**config.mk**
```make
export PLATFORM = sky130hd
export DESIGN_NAME = interface_hcsr04_param
export DESIGN_NICKNAME = d
export VERILOG_FILES = /design/src/rtl/interface_hcsr04_param.sv
export SDC_FILE = /design/constraint.sdc
export NUM_CORES = 1
export LEC_CHECK = 0
export ABC_AREA = 1
export BUFFER_PORTS_ARGS = -buffer_cell sky130_fd_sc_hd__clkbuf_2
export CAP_MARGIN = 25
export CORE_UTILIZATION = 35
export CTS_CLUSTER_DIAMETER = 150
export DETAILED_ROUTE_END_ITERATION = 7
export SLEW_MARGIN = 20
export SYNTH_ARGS = -nofsm -noshare
export SYNTH_HDL_FRONTEND = slang
export SYNTH_SLANG_ARGS = --single-unit
```
**constraint.sdc**
```tcl
create_clock -name clock -period 3.8 [get_ports clock]
set_clock_uncertainty 0.05 [all_clocks]
set_input_delay 0.19 -clock clock [delete_from_list [all_inputs] [get_ports clock]]
set_output_delay 0.19 -clock clock [all_outputs]
set_load 0.01 [all_outputs]
```
**src/rtl/interface_hcsr04_param.sv**
```systemverilog
// HC-SR04 ultrasonic ranger: trigger pulse, echo timing, BCD centimetre result.
// Adds an echo timeout with an error flag, BCD saturation and a pronto/medir handshake.
module interface_hcsr04_param #(
    parameter int TRIGGER_CICLOS = 500,
    parameter int CICLOS_CM      = 2941,
    parameter int TIMEOUT_CICLOS = 1_500_000,
    parameter int N_DIGITOS      = 3
) (
    input  logic                   clock,
    input  logic                   reset,
    input  logic                   medir,
    input  logic                   echo,
    output logic                   trigger,
    output logic [4*N_DIGITOS-1:0] medida,
    output logic                   pronto,
    output logic                   erro,
    output logic [3:0]             db_estado
);

    localparam int W  = 4 * N_DIGITOS;
    localparam int CW = (CICLOS_CM > 1) ? $clog2(CICLOS_CM) : 1;
    localparam int TW = $clog2(TIMEOUT_CICLOS + 1);
    localparam int GW = (TRIGGER_CICLOS > 1) ? $clog2(TRIGGER_CICLOS) : 1;

    localparam logic [CW-1:0] C_ULT  = CW'(CICLOS_CM - 1);
    localparam logic [CW-1:0] C_MEIO = CW'(CICLOS_CM / 2);
    localparam logic [TW-1:0] T_ULT  = TW'(TIMEOUT_CICLOS - 1);
    localparam logic [GW-1:0] G_ULT  = GW'(TRIGGER_CICLOS - 1);

    typedef enum logic [3:0] {
        INICIAL       = 4'd0,
        PREPARACAO    = 4'd1,
        ENVIA_TRIGGER = 4'd2,
        ESPERA_ECHO   = 4'd3,
        MEDIDA        = 4'd4,
        ARMAZENAMENTO = 4'd5,
        FINAL_MEDIDA  = 4'd6,
        ERRO_TIMEOUT  = 4'd15
    } estado_t;

    estado_t       estado;
    logic [2:0]    sync;
    logic          rise_q;
    logic          fall_q;
    logic [CW-1:0] ccnt;
    logic [TW-1:0] tcnt;
    logic [GW-1:0] gcnt;
    logic [W-1:0]  cm;

    // A carry out of the top digit means all nines: hold instead of wrapping.
    function automatic logic [W-1:0] bcd_inc(input logic [W-1:0] v);
        logic [W-1:0] r;
        logic         c;
        r = v;
        c = 1'b1;
        for (int i = 0; i < N_DIGITOS; i++) begin
            if (c) begin
                if (v[4*i +: 4] == 4'd9) begin
                    r[4*i +: 4] = 4'd0;
                end else begin
                    r[4*i +: 4] = v[4*i +: 4] + 4'd1;
                    c = 1'b0;
                end
            end
        end
        return c ? v : r;
    endfunction

    assign db_estado = estado;

    always_ff @(posedge clock) begin
        if (reset) begin
            sync   <= '0;
            rise_q <= 1'b0;
            fall_q <= 1'b0;
        end else begin
            sync   <= {sync[1:0], echo};
            rise_q <= sync[1] & ~sync[2];
            fall_q <= ~sync[1] & sync[2];
        end
    end

    always_ff @(posedge clock) begin
        if (reset) begin
            estado  <= INICIAL;
            trigger <= 1'b0;
            medida  <= '0;
            pronto  <= 1'b0;
            erro    <= 1'b0;
            ccnt    <= '0;
            tcnt    <= '0;
            gcnt    <= '0;
            cm      <= '0;
        end else begin
            unique case (estado)
                INICIAL: begin
                    if (medir) estado <= PREPARACAO;
                end
                PREPARACAO: begin
                    ccnt    <= '0;
                    tcnt    <= '0;
                    gcnt    <= '0;
                    cm      <= '0;
                    trigger <= 1'b1;
                    estado  <= ENVIA_TRIGGER;
                end
                ENVIA_TRIGGER: begin
                    if (gcnt == G_ULT) begin
                        trigger <= 1'b0;
                        tcnt    <= '0;
                        estado  <= ESPERA_ECHO;
                    end else begin
                        gcnt <= gcnt + 1'b1;
                    end
                end
                ESPERA_ECHO: begin
                    if (rise_q) begin
                        tcnt   <= '0;
                        estado <= MEDIDA;
                    end else if (tcnt == T_ULT) begin
                        pronto <= 1'b1;
                        erro   <= 1'b1;
                        estado <= ERRO_TIMEOUT;
                    end else begin
                        tcnt <= tcnt + 1'b1;
                    end
                end
                MEDIDA: begin
                    // The falling-edge cycle is still counted so width matches the pin.
                    if (ccnt == C_ULT) begin
                        ccnt <= '0;
                        cm   <= bcd_inc(cm);
                    end else begin
                        ccnt <= ccnt + 1'b1;
                    end
                    if (fall_q) begin
                        estado <= ARMAZENAMENTO;
                    end else if (tcnt == T_ULT) begin
                        pronto <= 1'b1;
                        erro   <= 1'b1;
                        estado <= ERRO_TIMEOUT;
                    end else begin
                        tcnt <= tcnt + 1'b1;
                    end
                end
                ARMAZENAMENTO: begin
                    medida <= (ccnt >= C_MEIO) ? bcd_inc(cm) : cm;
                    pronto <= 1'b1;
                    erro   <= 1'b0;
                    estado <= FINAL_MEDIDA;
                end
                FINAL_MEDIDA: begin
                    if (medir) begin
                        pronto <= 1'b0;
                        estado <= PREPARACAO;
                    end
                end
                ERRO_TIMEOUT: begin
                    if (medir) begin
                        pronto <= 1'b0;
                        erro   <= 1'b0;
                        estado <= PREPARACAO;
                    end
                end
                default: estado <= INICIAL;
            endcase
        end
    end

endmodule

```
==> reports/results.txt <==
status -> completed
first-pass GRT wire length -> 19300 µm
Yosys reg bits -> 78
CP delay by family, top -> simple AND/OR/NAND/NOR gates
worst hold slack -> 0.155 ns
Worst VDD drop -> 0.352 mV
post-synth top area share -> 33.1%
relative slew slack -> 49.4%
vias in the first global route -> 4134
Root Buffer -> clkbuf_16
crit-path max FO -> 23
crit-path max cell delay -> 0.46 ns
FP Rows -> 42
ranking of synthesized cells by area -> dfxtp_1 (33%), nand2_1 (17%), nor2_1 (9.5%), nand3_1 (5.9%), inv_1 (5.6%)
Clock transition at path regs -> 0.06 ns
slowest CP cell -> dfxtp_1
top post-synthesis cells by count -> nand2_1 (214), nor2_1 (120), dfxtp_1 (78)
Max clock buf depth -> 2
initial antenna violation count -> 0
share of cells above drive strength 1 -> 12.0%
Power Density -> 518 nW/µm²
post-synthesis cell type count -> 40
Port Buffer Count -> 22
Syn Std Cell Area -> 4720 µm²
Final min period -> 2.03 ns
critical path class -> reg2reg
Design Power -> 0.00271 W
RSZ-0062 raised after global routing -> false
Post-DP HPWL -> 7720 µm
WP data arrival -> 2.22 ns
Setup TNS Final -> 0 ns
Residual DRC -> 0
# Post-CTS Setup Buffers -> 0
Slew Viols, Final -> 0
synthesis warning total -> 0
Final #Nets -> 775
register area share after synthesis -> 33.1%
Starting DRT DRC Count -> 286
Die ar. -> 13900 µm²
Req. time, crit path -> 3.99 ns
area leader, netlist -> dfxtp_1
Worst setup EP type -> flop
Die X -> 118 µm
setup violators final -> 0
DR vias -> 4432
TritonCTS clock tree -> built
Net Count, Synth -> 758
crit path buf inv count -> 2
final hold vios -> 0
final wirelength -> 10900 µm
GRT Residual Overflow -> 0
Initial Utilization -> 35.8%
number of max-cap violations -> 0
cell chain of the critical path -> nand2_2 -> nor2_8 -> nor2_1 -> buf_4 -> inv_2 -> nand2_4 -> a21oi_4 -> nand2_1 -> nand2_1 -> nor2_1
worst slew pin tran -> 0.759 ns
Chip Height -> 118 µm
area of the core -> 13200 µm²
FMAX -> 492 MHz
most numerous cell in the Yosys netlist -> nand2_1
# IOs -> 23
syn avg cell area -> 6.30 µm²
area delta synth->final -> 11.0%
drt via density -> 4.69
TritonCTS Buffers -> 9
cells after synthesis -> 749
gp weighted congestion -> 0.871
Final Worst Setup Slack -> 1.77 ns
prevailing post-synth register cell -> dfxtp_1
largest net degree at the start of global routing -> 33
DR WL/cell -> 11.5 µm
worst skew pair latency -> 0.34 ns
CP Launch Type -> flop
gr usage total -> 17.0%
Post-synth EDFFs -> 0
Post-CTS Resized -> 0
Lkg Pwr -> 2.14 nW
post-place setup slack -> 1.53 ns
Antenna Cells -> 0
post-route clock period utilization -> 53.4%
Min-Delay Path Class -> in2reg
DR pass1 iterations -> 4
number of nets with antenna violations after routing -> 0
# clock sinks -> 78
CTS Hold Bufs -> 1
FFs w/ async S/R, synth -> 0%
Clock H-tree levels -> 3
-- sequential cells by signal, indices dropped and copies added, names as in the netlist --
signal and flops:
ccnt 12, cm 12, db_estado 4, erro 1, fall_q 1, gcnt 9, medida 12, pronto 1
rise_q 1, sync 3, tcnt 21, trigger 1
-- per-stage QoR --
step,instances,cell area [µm²],util [%]
floorplan,749,4720,-
global placement,929,4940,37.5
detailed placement,929,4940,37.5
CTS,944,5210,39.5
global route,945,5240,39.7
finish,945,5240,39.7
-- worst register-to-register path, delay by kind of cell (launching register included) --
family | cells | cell delay [ns]
buffers and inverters | 2 | 0.30
AO/OA/AOI/OAI | 1 | 0.24
flip-flops | 1 | 0.46
AND/OR/NAND/NOR | 7 | 0.89
-- layout by cell type, fill, tap and decap left out, drive strengths merged --
master       synthesis  final
o211a                1      1
nor3                12     12
nand3               59     59
nor2               128    128
ha                   5      5
a21oi               46     46
and2                 1      1
clkbuf               5     32
or2                  2      2
nand3b               1      1
xor2                 7      7
clkinv               3      6
nand2              226    226
a31oi                3      3
buf                 14      2
clkinvlp             0      1
o211ai               7      7
o21ai               38     38
nand4               19     19
dlygate4sd3          0      1
dfxtp               78     78
o21bai               3      3
inv                 90     90
a31o                 1      1
-- per-layer routing --
layer | GRT usage, % | share of wire [%] | wire length (µm)
met2 | 27.1 | 45 | 4860
met1 | 21.9 | 51 | 5490
met4 | 5.37 | 1.5 | 158
met3 | 4.75 | 3.3 | 361
met5 | 0 | 0 | 0
-- power by group --
part	switching, W	internal, W
Clock	0.000332	0.000433
Combinational	0.000645	0.000293
Sequential	0.000108	0.000903
Total	0.00108	0.00163
-- path summary, 6_finish.rpt --
check	from	endpoint	cells after the start	slack [ns]
setup / recovery	db_estado[2]$_SDFFE_PP0P_	cm[1]$_SDFFE_PP0P_	10	1.77
hold / removal	medir	db_estado[2]$_SDFFE_PP0P_	4	0.15
setup reg to reg	db_estado[2]$_SDFFE_PP0P_	cm[1]$_SDFFE_PP0P_	10	1.77
hold reg to reg	sync[0]$_SDFF_PP0_	sync[1]$_SDFF_PP0_	2	0.35
-- area by class of cell --
cell class	instances	area [µm²]
tap	176	220
inverter	93	349
fill	1444	7950
clock buffer	10	229
clock inverter	4	26.3
multi-input combinational	559	2700
timing repair buffer	25	155
sequential	78	1560
-- cell families after synthesis --
family / after synthesis / share of synthesized area, %
AO/OA/AOI/OAI: 99 / 12.4
AND/OR/NAND/NOR: 448 / 42.1
adder cells (fa/ha/maj): 5 / 1.33
flip-flops: 78 / 33.1
XOR/XNOR: 7 / 1.30
buffers and inverters: 112 / 9.76
(Power assumes the default switching activity.)
